### src/rtl/if_fetch_pkg.sv
// Shared fetch-side definitions: hold levels, bus widths, NOP encoding, FSM states.
package if_fetch_pkg;

  localparam int INST_ADDR_BUS = 32;
  localparam int HOLD_FLAG_BUS = 3;

  // Hold levels on the shared hold flag bus. The fetch unit alone asks for
  // HOLD_PC; every other requester asserts HOLD_IF or higher.
  localparam logic [HOLD_FLAG_BUS-1:0] HOLD_NONE = 3'd0;
  localparam logic [HOLD_FLAG_BUS-1:0] HOLD_PC   = 3'd1;
  localparam logic [HOLD_FLAG_BUS-1:0] HOLD_IF   = 3'd2;
  localparam logic [HOLD_FLAG_BUS-1:0] HOLD_ID   = 3'd3;

  // addi x0, x0, 0
  localparam logic [31:0] INST_NOP = 32'h0000_0013;

  typedef enum logic [1:0] {
    ST_IDLE = 2'd0,
    ST_REQ  = 2'd1,
    ST_WAIT = 2'd2
  } fetch_state_e;

endpackage

### src/rtl/if_fetch_inst_skid_buf.sv
// One-entry instruction/address holding buffer used while decode is held.
module if_fetch_inst_skid_buf #(
  parameter int ADDR_W = 32,
  parameter int DATA_W = 32
) (
  input  logic              clk,
  input  logic              rst,
  input  logic              load_i,
  input  logic              unload_i,
  input  logic              flush_i,
  input  logic [DATA_W-1:0] data_i,
  input  logic [ADDR_W-1:0] addr_i,
  output logic              full_o,
  output logic [DATA_W-1:0] data_o,
  output logic [ADDR_W-1:0] addr_o
);

  logic              full_q, full_d;
  logic [DATA_W-1:0] data_q, data_d;
  logic [ADDR_W-1:0] addr_q, addr_d;

  // Next-entry logic: flush wins, then load, then unload.
  always_comb begin
    full_d = full_q;
    data_d = data_q;
    addr_d = addr_q;
    if (flush_i) begin
      full_d = 1'b0;
    end else if (load_i) begin
      full_d = 1'b1;
      data_d = data_i;
      addr_d = addr_i;
    end else if (unload_i) begin
      full_d = 1'b0;
    end
  end

  // Entry register with synchronous reset.
  always_ff @(posedge clk) begin
    if (rst) begin
      full_q <= 1'b0;
      data_q <= '0;
      addr_q <= '0;
    end else begin
      full_q <= full_d;
      data_q <= data_d;
      addr_q <= addr_d;
    end
  end

  assign full_o = full_q;
  assign data_o = data_q;
  assign addr_o = addr_q;

endmodule

### src/rtl/if_fetch.sv
// Instruction fetch: one outstanding ROM read, PC freeze request, jump flush,
// and a one-entry skid buffer for responses that land while decode is held.
//
// state   | meaning
// --------+-----------------------------------------------------------
// IDLE    | no read in flight; waiting for hold to drop / buffer to drain
// REQ     | mem_req_o high at pc_i until granted (never retracted)
// WAIT    | granted, waiting for rvalid; discard_q marks a flushed read
module if_fetch
  import if_fetch_pkg::*;
#(
  parameter int ADDR_W = INST_ADDR_BUS,
  parameter int DATA_W = 32,
  parameter int HOLD_W = HOLD_FLAG_BUS
) (
  input  logic              clk,
  input  logic              rst,
  input  logic [ADDR_W-1:0] pc_i,
  input  logic              jump_flag_i,
  input  logic [HOLD_W-1:0] hold_flag_i,
  output logic              hold_req_o,
  output logic              mem_req_o,
  output logic [ADDR_W-1:0] mem_addr_o,
  input  logic              mem_gnt_i,
  input  logic              mem_rvalid_i,
  input  logic [DATA_W-1:0] mem_rdata_i,
  output logic              inst_valid_o,
  output logic [DATA_W-1:0] inst_o,
  output logic [ADDR_W-1:0] inst_addr_o
);

  localparam logic [HOLD_W-1:0] HoldIf = HOLD_W'(HOLD_IF);
  localparam logic [DATA_W-1:0] Nop    = DATA_W'(INST_NOP);

  fetch_state_e      state_q, state_d;
  logic              discard_q, discard_d;
  logic [ADDR_W-1:0] req_addr_q, req_addr_d;
  logic              inst_valid_q, inst_valid_d;
  logic [DATA_W-1:0] inst_q, inst_d;
  logic [ADDR_W-1:0] inst_addr_q, inst_addr_d;

  logic              held;
  logic              rsp_done;
  logic              rsp_take;
  logic              buf_load, buf_unload, buf_full;
  logic [DATA_W-1:0] buf_data;
  logic [ADDR_W-1:0] buf_addr;

  // Response qualification and skid-buffer control. A response landing in a
  // jump cycle still releases the PC but is dropped.
  always_comb begin
    held       = (hold_flag_i >= HoldIf);
    rsp_done   = (state_q == ST_WAIT) && mem_rvalid_i && !discard_q;
    rsp_take   = rsp_done && !jump_flag_i;
    buf_load   = rsp_take && held;
    buf_unload = buf_full && !held && !jump_flag_i;
  end

  if_fetch_inst_skid_buf #(
    .ADDR_W (ADDR_W),
    .DATA_W (DATA_W)
  ) u_skid (
    .clk      (clk),
    .rst      (rst),
    .load_i   (buf_load),
    .unload_i (buf_unload),
    .flush_i  (jump_flag_i),
    .data_i   (mem_rdata_i),
    .addr_i   (req_addr_q),
    .full_o   (buf_full),
    .data_o   (buf_data),
    .addr_o   (buf_addr)
  );

  // Fetch FSM next state, request outputs and PC freeze request.
  always_comb begin
    state_d    = state_q;
    discard_d  = discard_q;
    req_addr_d = req_addr_q;
    mem_req_o  = 1'b0;
    mem_addr_o = pc_i;
    hold_req_o = buf_full;
    case (state_q)
      ST_IDLE: begin
        if (!held && !buf_full) state_d = ST_REQ;
      end
      ST_REQ: begin
        mem_req_o  = 1'b1;
        hold_req_o = 1'b1;
        if (mem_gnt_i) begin
          req_addr_d = pc_i;
          state_d    = ST_WAIT;
          if (jump_flag_i) discard_d = 1'b1;
        end
      end
      ST_WAIT: begin
        if (!rsp_done) hold_req_o = 1'b1;
        if (mem_rvalid_i) begin
          discard_d = 1'b0;
          state_d   = (held || buf_load) ? ST_IDLE : ST_REQ;
        end else if (jump_flag_i) begin
          discard_d = 1'b1;
        end
      end
      default: state_d = ST_IDLE;
    endcase
  end

  // Decode-facing output register: jump flushes, hold freezes, buffer drains first.
  always_comb begin
    inst_valid_d = inst_valid_q;
    inst_d       = inst_q;
    inst_addr_d  = inst_addr_q;
    if (jump_flag_i) begin
      inst_valid_d = 1'b0;
      inst_d       = Nop;
    end else if (!held) begin
      if (buf_full) begin
        inst_valid_d = 1'b1;
        inst_d       = buf_data;
        inst_addr_d  = buf_addr;
      end else if (rsp_take) begin
        inst_valid_d = 1'b1;
        inst_d       = mem_rdata_i;
        inst_addr_d  = req_addr_q;
      end else begin
        inst_valid_d = 1'b0;
        inst_d       = Nop;
      end
    end
  end

  // State and output registers with synchronous reset.
  always_ff @(posedge clk) begin
    if (rst) begin
      state_q      <= ST_IDLE;
      discard_q    <= 1'b0;
      req_addr_q   <= '0;
      inst_valid_q <= 1'b0;
      inst_q       <= Nop;
      inst_addr_q  <= '0;
    end else begin
      state_q      <= state_d;
      discard_q    <= discard_d;
      req_addr_q   <= req_addr_d;
      inst_valid_q <= inst_valid_d;
      inst_q       <= inst_d;
      inst_addr_q  <= inst_addr_d;
    end
  end

  assign inst_valid_o = inst_valid_q;
  assign inst_o       = inst_q;
  assign inst_addr_o  = inst_addr_q;

endmodule

### config.mk
export PLATFORM = sky130hd
export DESIGN_NAME = if_fetch
export DESIGN_NICKNAME = d
export VERILOG_FILES = /design/src/rtl/if_fetch_pkg.sv /design/src/rtl/if_fetch_inst_skid_buf.sv /design/src/rtl/if_fetch.sv
export SDC_FILE = /design/constraint.sdc
export NUM_CORES = 1
export LEC_CHECK = 0
export ABC_AREA = 0
export CAP_MARGIN = 20
export CORE_MARGIN = 2
export CORE_UTILIZATION = 55
export CTS_BUF_LIST = sky130_fd_sc_hd__clkbuf_8
export CTS_CLUSTER_SIZE = 20
export DETAILED_ROUTE_END_ITERATION = 10
export PLACE_DENSITY = 0.88
export RECOVER_POWER = 25
export SKIP_CTS_REPAIR_TIMING = 1
export SYNTH_ARGS = -nofsm -noshare
export SYNTH_HDL_FRONTEND = slang
export SYNTH_SLANG_ARGS = --single-unit
### constraint.sdc
create_clock -name clk -period 4.86 [get_ports clk]
set_clock_uncertainty 0.1 [all_clocks]
set_input_delay 0.972 -clock clk [delete_from_list [all_inputs] [get_ports clk]]
set_output_delay 0.972 -clock clk [all_outputs]
set_load 0.01 [all_outputs]
==> impl_metrics.toml, run 1 <==
[detailed_routing]
vias = 6281
vias_per_cell = 5.736
drtPass1Iterations = 6
ant_nets = 0
drtIter0Drc = 524
drt-total-wl_mm = 17.68
routedWlPerCell_um = 16.15
post-route-drc-count = 0

[layout]
drive_gt1_frac = 0.08198
antenna_cells = 0
final_util = 0.7121
multiInputGateArea_um2 = 2833
synthToLayoutAreaGrowth_pct = 25.41
n_fill_cell = 976
regArea_um2 = 3303
fin_nets = 993

[synthesis]
ys_ff_latch = 165
ys.flop_type = "dfxtp_1"
ys_seq_area_frac = 0.4823
synth_area_leader_cell = "dfxtp_1"
synth_most_common_cell = "a21oi_1"
ys_async_sr_fraction = 0
syn_inst = 828
synth.avg_cell_area_um2 = 8.272
yosys-top-cells-count = "a21oi_1 (190), dfxtp_1 (165), o21ai_0 (98), nand3_1 (95), nand2_1 (65)"
synth_edf_count = 0
syn_nets = 904
synth_top_area_share = 0.4823
synth_cell_types = 36
synth_area_leaders = "dfxtp_1 (48%), a21oi_1 (14%), o21ai_0 (7.2%), nand3_1 (6.9%), o221a_2 (5.3%)"
ys_warn_count = 0
synth_area_um2 = 6849

[setup_path]
critPathKind = "in -> out"
slowest_stage = "clkdlybuf4s50_1"
worstReg2RegStart = "state_q[0]"
crit_start = "mem_rvalid_i"
required_ns = 3.79
critPathCaptureType = "output pin"
crit_arrival_ns = 2.51
start_kind = "input port"
critical-path-max-stage-delay_ns = 0.61
crit_chain = "clkdlybuf4s50_1 -> inv_1 -> o32ai_1 -> a22oi_1 -> clkdlybuf4s50_1"
crit_top_cell = "clkdlybuf4s50_1"
crit_fanout = 6

[power_and_ir_drop]
power_w = 0.002760
p_switching_w = 0.0007621
switching_share = 0.2762
ir_worst_vdd_mv = 0.2503
power.internal_w = 0.001998
power_density_nw_per_um2 = 321.3
clockPowerShare = 0.309
pwr-share-comb = 0.164
pwr-share-seq = 0.527
power_leakage_nw = 2.941

[clock_tree]
cts.sinks = 165
cts_max_level = 4
clockBufferDepth = 2
cts_made_buffers = 17
cts_root_buf = "clkbuf_8"
insertion_delay_ns = 0.45
cts_tree = "yes"
clk_pin_slew_ns = 0.08

[sta]
max_slew_margin = -0.1136
setup_violations = 0
setup_tns_ns = 0
fmax_mhz = 278.8
hold_violations = 0
finalCritPeriodShare = 0.7379
maxSlewViolCount = 120
worst_slew_pin_slew_ns = 1.670
rsz0062_at_grt = "false"
period_needed_ns = 3.586

[flow_run]
drv_cap = 2

[die]
fp.dieH_um = 115.6
core_area_um2 = 12060
die_area_um2 = 13360
io_pins = 171
row_count = 40
start_util = 0.5678
die_x_um = 115.6

[global_routing]
grt_max_degree = 82
grt_overflow = 0
grt_antenna_before_repair = 0
grt_pass1_wl_mm = 28.00
grt_pass1_vias = 5668
grt_usage = 0.2643

[placement]
routabilityCongestion = 0.7897
dp_hpwl_mm = 10.49
io_buffers = 169

[run_status]
status = "finished with violations"
violations = "capacitance limit, slew limit"

[min_path]
holdCritStartpoint = "inst_o[1]"
hold_path.class = "reg -> reg"
[area by class of cell]
type                    count  share of cell area
repair buffers            182              0.2064
inverters                  38             0.01661
clock inverters             8            0.004516
flip-flops and latches    165              0.3846
well taps                 168             0.02447
clock buffers              21             0.03365
multi-input cells         513              0.3298
[worst max-delay path, delay by kind of cell]
| kind | cells | cell delay [ns] |
|---|---|---|
| AO/OA/AOI/OAI | 2 | 0.32 |
| buffers and inverters | 3 | 1.23 |
[metrics by stage]
step | std cells | hold slack (ns) | worst slack (ns) | cell area [um2]
6_report | 1095 | 0.3687 | 1.274 | 8589
2_1_floorplan | 828 | 0.3496 | 2.459 | 6849
3_5_place_dp | 1065 | 0.3613 | 1.278 | 8268
5_1_grt | 1095 | 0.3904 | 1.155 | 8589
4_1_cts | 1094 | 0.3736 | 1.265 | 8596
3_3_place_gp | 1065 | 0.3583 | 1.287 | 8268
[placed cells by master (no fill, tap or decap), types with 2 or more instances in the layout]
| cell | Yosys | layout |
|---|---|---|
| clkbuf_8 | 0 | 21 |
| nor3_1 | 3 | 3 |
| clkinv_2 | 0 | 3 |
| clkdlybuf4s50_1 | 0 | 135 |
| a21oi_1 | 190 | 190 |
| buf_4 | 33 | 10 |
| dfxtp_1 | 165 | 165 |
| ha_1 | 4 | 4 |
| a311oi_1 | 2 | 2 |
| nand2b_1 | 2 | 2 |
| nand3_1 | 95 | 95 |
| dlygate4sd3_1 | 0 | 33 |
| a31oi_1 | 2 | 2 |
| nand2_1 | 65 | 65 |
| o221a_2 | 32 | 32 |
| nor2_1 | 4 | 3 |
| inv_1 | 37 | 41 |
| clkbuf_1 | 51 | 3 |
| o21ai_0 | 98 | 98 |
[registers in the layout, summed over array words and instances (netlist names)]
name	count
u_skid.full_o	1
state_q	2
inst_o	32
u_skid.data_o	32
u_skid.addr_o	32
inst_addr_o	32
discard_q	1
req_addr_q	32
inst_valid_o	1
[path summary, 6_finish.rpt]
check,end,slack (ns),cells past startpoint
worst max-delay path,hold_req_o,1.27,5
worst max register to register,u_skid.data_o[7],2.25,6
worst min-delay path,inst_o[1],0.37,2
worst min register to register,inst_o[1],0.37,2
[cells by family after synthesis]
family          after synthesis  synth area share
fa+ha+maj                     4          0.007308
flops                       165            0.4823
buf+inv                     150            0.1085
simple gates                176            0.1220
compound gates              333            0.2799
[power by group through the flow]
stage	clock, W	sequential [W]	combinational [W]
4_1_cts	0.000865	0.00145	0.000457
5_1_grt	0.000916	0.00146	0.000500
3_3_place_gp	0	0.00148	0.000446
2_1_floorplan	0	0.00148	0.000270
3_5_place_dp	0	0.00148	0.000454
6_report	0.000852	0.00145	0.000454
[routing by layer]
layer | track usage | wire [um] | vias to the layer above
met4 | 0.08514 | 271 | 0
met5 | 0 | 0 | -
met3 | 0.07584 | 1340 | 24
met2 | 0.4277 | 8572 | 252
li1 | - | - | 3060
met1 | 0.3422 | 7498 | 2945
No activity file was read; power rests on OpenSTA's default activity.
==> inputs of run 2 (changes only) <==
--- a/config.mk
+++ b/config.mk
@@ -8,11 +8,11 @@
 export ABC_AREA = 0
 export CAP_MARGIN = 20
 export CORE_MARGIN = 2
-export CORE_UTILIZATION = 55
+export CORE_UTILIZATION = 46
 export CTS_BUF_LIST = sky130_fd_sc_hd__clkbuf_8
 export CTS_CLUSTER_SIZE = 20
 export DETAILED_ROUTE_END_ITERATION = 10
-export PLACE_DENSITY = 0.88
+export PLACE_DENSITY = 0.78
 export RECOVER_POWER = 25
 export SKIP_CTS_REPAIR_TIMING = 1
 export SYNTH_ARGS = -nofsm -noshare
==> constraint.sdc (replaced) <==
create_clock -name clk -period 2.9 [get_ports clk]
set_clock_uncertainty 0.1 [all_clocks]
set_input_delay 0.58 -clock clk [delete_from_list [all_inputs] [get_ports clk]]
set_output_delay 0.58 -clock clk [all_outputs]
set_load 0.01 [all_outputs]
==> impl_metrics.toml, run 2 (synthesis gave the netlist of run 1 again) <==
[power_and_ir_drop]
ir_worst_vdd_mv = 0.3937
power_w = 0.005163
switching_share = 0.2541
power_leakage_nw = 2.986
pwr-share-comb = 0.153
p_switching_w = 0.001312
pwr-share-seq = 0.471
power_density_nw_per_um2 = 581.3
power.internal_w = 0.003851
clockPowerShare = 0.376

[placement]
io_buffers = 169
dp_hpwl_mm = 10.77
routabilityCongestion = 0.7991

[sta]
setup_violations = 0
setup_tns_ns = 0
rsz0062_at_grt = "false"
maxSlewViolCount = 0
max_slew_margin = 0.4508
finalCritPeriodShare = 0.8768
hold_violations = 0
period_needed_ns = 2.543
fmax_mhz = 393.3
worst_slew_pin_slew_ns = 0.8238

[clock_tree]
clk_pin_slew_ns = 0.08
cts_made_buffers = 17
cts_root_buf = "clkbuf_8"
cts_tree = "yes"
cts.sinks = 165
insertion_delay_ns = 0.46
cts_max_level = 4
clockBufferDepth = 2

[setup_path]
critPathKind = "reg -> reg"
required_ns = 3.12
timing.critical_path.buf_inv = 2
critical-path-max-stage-delay_ns = 0.69
worstReg2RegStart = "state_q[0]"
start_kind = "register"
crit_arrival_ns = 2.76
crit_chain = "inv_1 -> ha_1 -> nand4bb_1 -> clkbuf_2 -> o21ai_0 -> a21oi_1"
critPathCaptureType = "register"
crit_family = "simple AND/OR/NAND/NOR gates"
crit_start = "state_q[0]"
slowest_stage = "nand4bb_1"
crit_fanout = 21

[detailed_routing]
vias = 6228
drtIter0Drc = 645
drt-total-wl_mm = 17.81
drtPass1Iterations = 5
post-route-drc-count = 0
routedWlPerCell_um = 15.84
ant_nets = 0
vias_per_cell = 5.541

[layout]
final_util = 0.6111
final_cell_mix = "a21oi_1 (190), clkdlybuf4s50_1 (166), dfxtp_1 (165)"
antenna_cells = 0
layout_commonest_cell = "a21oi_1"
drive_gt1_frac = 0.1000
n_fill_cell = 1259
fin_nets = 1005
synthToLayoutAreaGrowth_pct = 29.67

[die]
die_area_um2 = 15880
fp.dieH_um = 126.0
die_x_um = 126.0
io_pins = 171
start_util = 0.4712
core_area_um2 = 14530
row_count = 44

[global_routing]
grt_overflow = 0
grt_pass1_vias = 5883
grt_usage = 0.2236
grt_max_degree = 56
grt_pass1_wl_mm = 29.26
grt_antenna_before_repair = 0

[min_path]
hold_path.class = "reg -> reg"
holdCritStartpoint = "u_skid.data_o[4]"

[run_status]
status = "finished clean"

[flow_run]
drv_cap = 0
run 2: cell count changes in the layout (fill, tap and decap cells not counted), moves of 3 or more:
cell             previous run  this run
dlygate4sd3_1              33         1
clkdlybuf4s50_1           135       166
buf_4                      10        18
bufinv_16                   0         6
buf_12                      0         4
inv_1                      41        38
run 2: final timing paths:
kind	endpoint	slack, ns	depth (start not counted)
worst min-delay path	u_skid.data_o[4]	0.37	2
worst min register to register	u_skid.data_o[4]	0.37	2
worst max register to register	u_skid.addr_o[12]	0.36	6
worst max-delay path	u_skid.addr_o[12]	0.36	6
run 2: area by class of cell:
| type | instances | area [um2] | area share |
|---|---|---|---|
| flip-flops and latches | 165 | 3303 | 0.3719 |
| multi-input cells | 513 | 2819 | 0.3174 |
| repair buffers | 194 | 1918 | 0.2160 |
| clock buffers | 19 | 261.5 | 0.02944 |
| well taps | 184 | 230.2 | 0.02592 |
| clock inverters | 11 | 206.4 | 0.02325 |
| inverters | 38 | 142.6 | 0.01606 |
run 2: per-layer routing:
| metal | vias up | wire [um] | share of wire | GRT usage |
|---|---|---|---|---|
| li1 | 3087 | - | - | - |
| met1 | 2890 | 7775 | 0.44 | 0.2894 |
| met2 | 226 | 8334 | 0.47 | 0.3586 |
| met3 | 25 | 1445 | 0.081 | 0.06967 |
| met4 | 0 | 250 | 0.014 | 0.06981 |
| met5 | - | 0 | 0 | 0 |
run 2: power groups by stage:
stage | combinational (W) | sequential [W] | clock (W)
global route | 0.000869 | 0.00245 | 0.00207
floorplan | 0.000452 | 0.00248 | 0
CTS | 0.000806 | 0.00243 | 0.00198
detailed placement | 0.000802 | 0.00249 | 0
global placement | 0.000789 | 0.00248 | 0
finish | 0.000789 | 0.00243 | 0.00194
run 2: worst register-to-register path: stages (launching register included):
cell	delay [ns]
dfxtp_1	0.33
inv_1	0.10
ha_1	0.31
nand4bb_1	0.69
clkbuf_2	0.53
o21ai_0	0.27
a21oi_1	0.09
run 2: metrics by stage:
stage                     area, um2  instances  hold slack [ns]  setup slack, ns
after global routing           8881       1124           0.3981           0.1716
after global placement         8451       1094           0.3507           0.2798
final                          8881       1124           0.3724           0.3574
after floorplan                6849        828           0.3496            1.143
after CTS                      8919       1124           0.3754          0.04991
after detailed placement       8451       1094           0.3638           0.2926
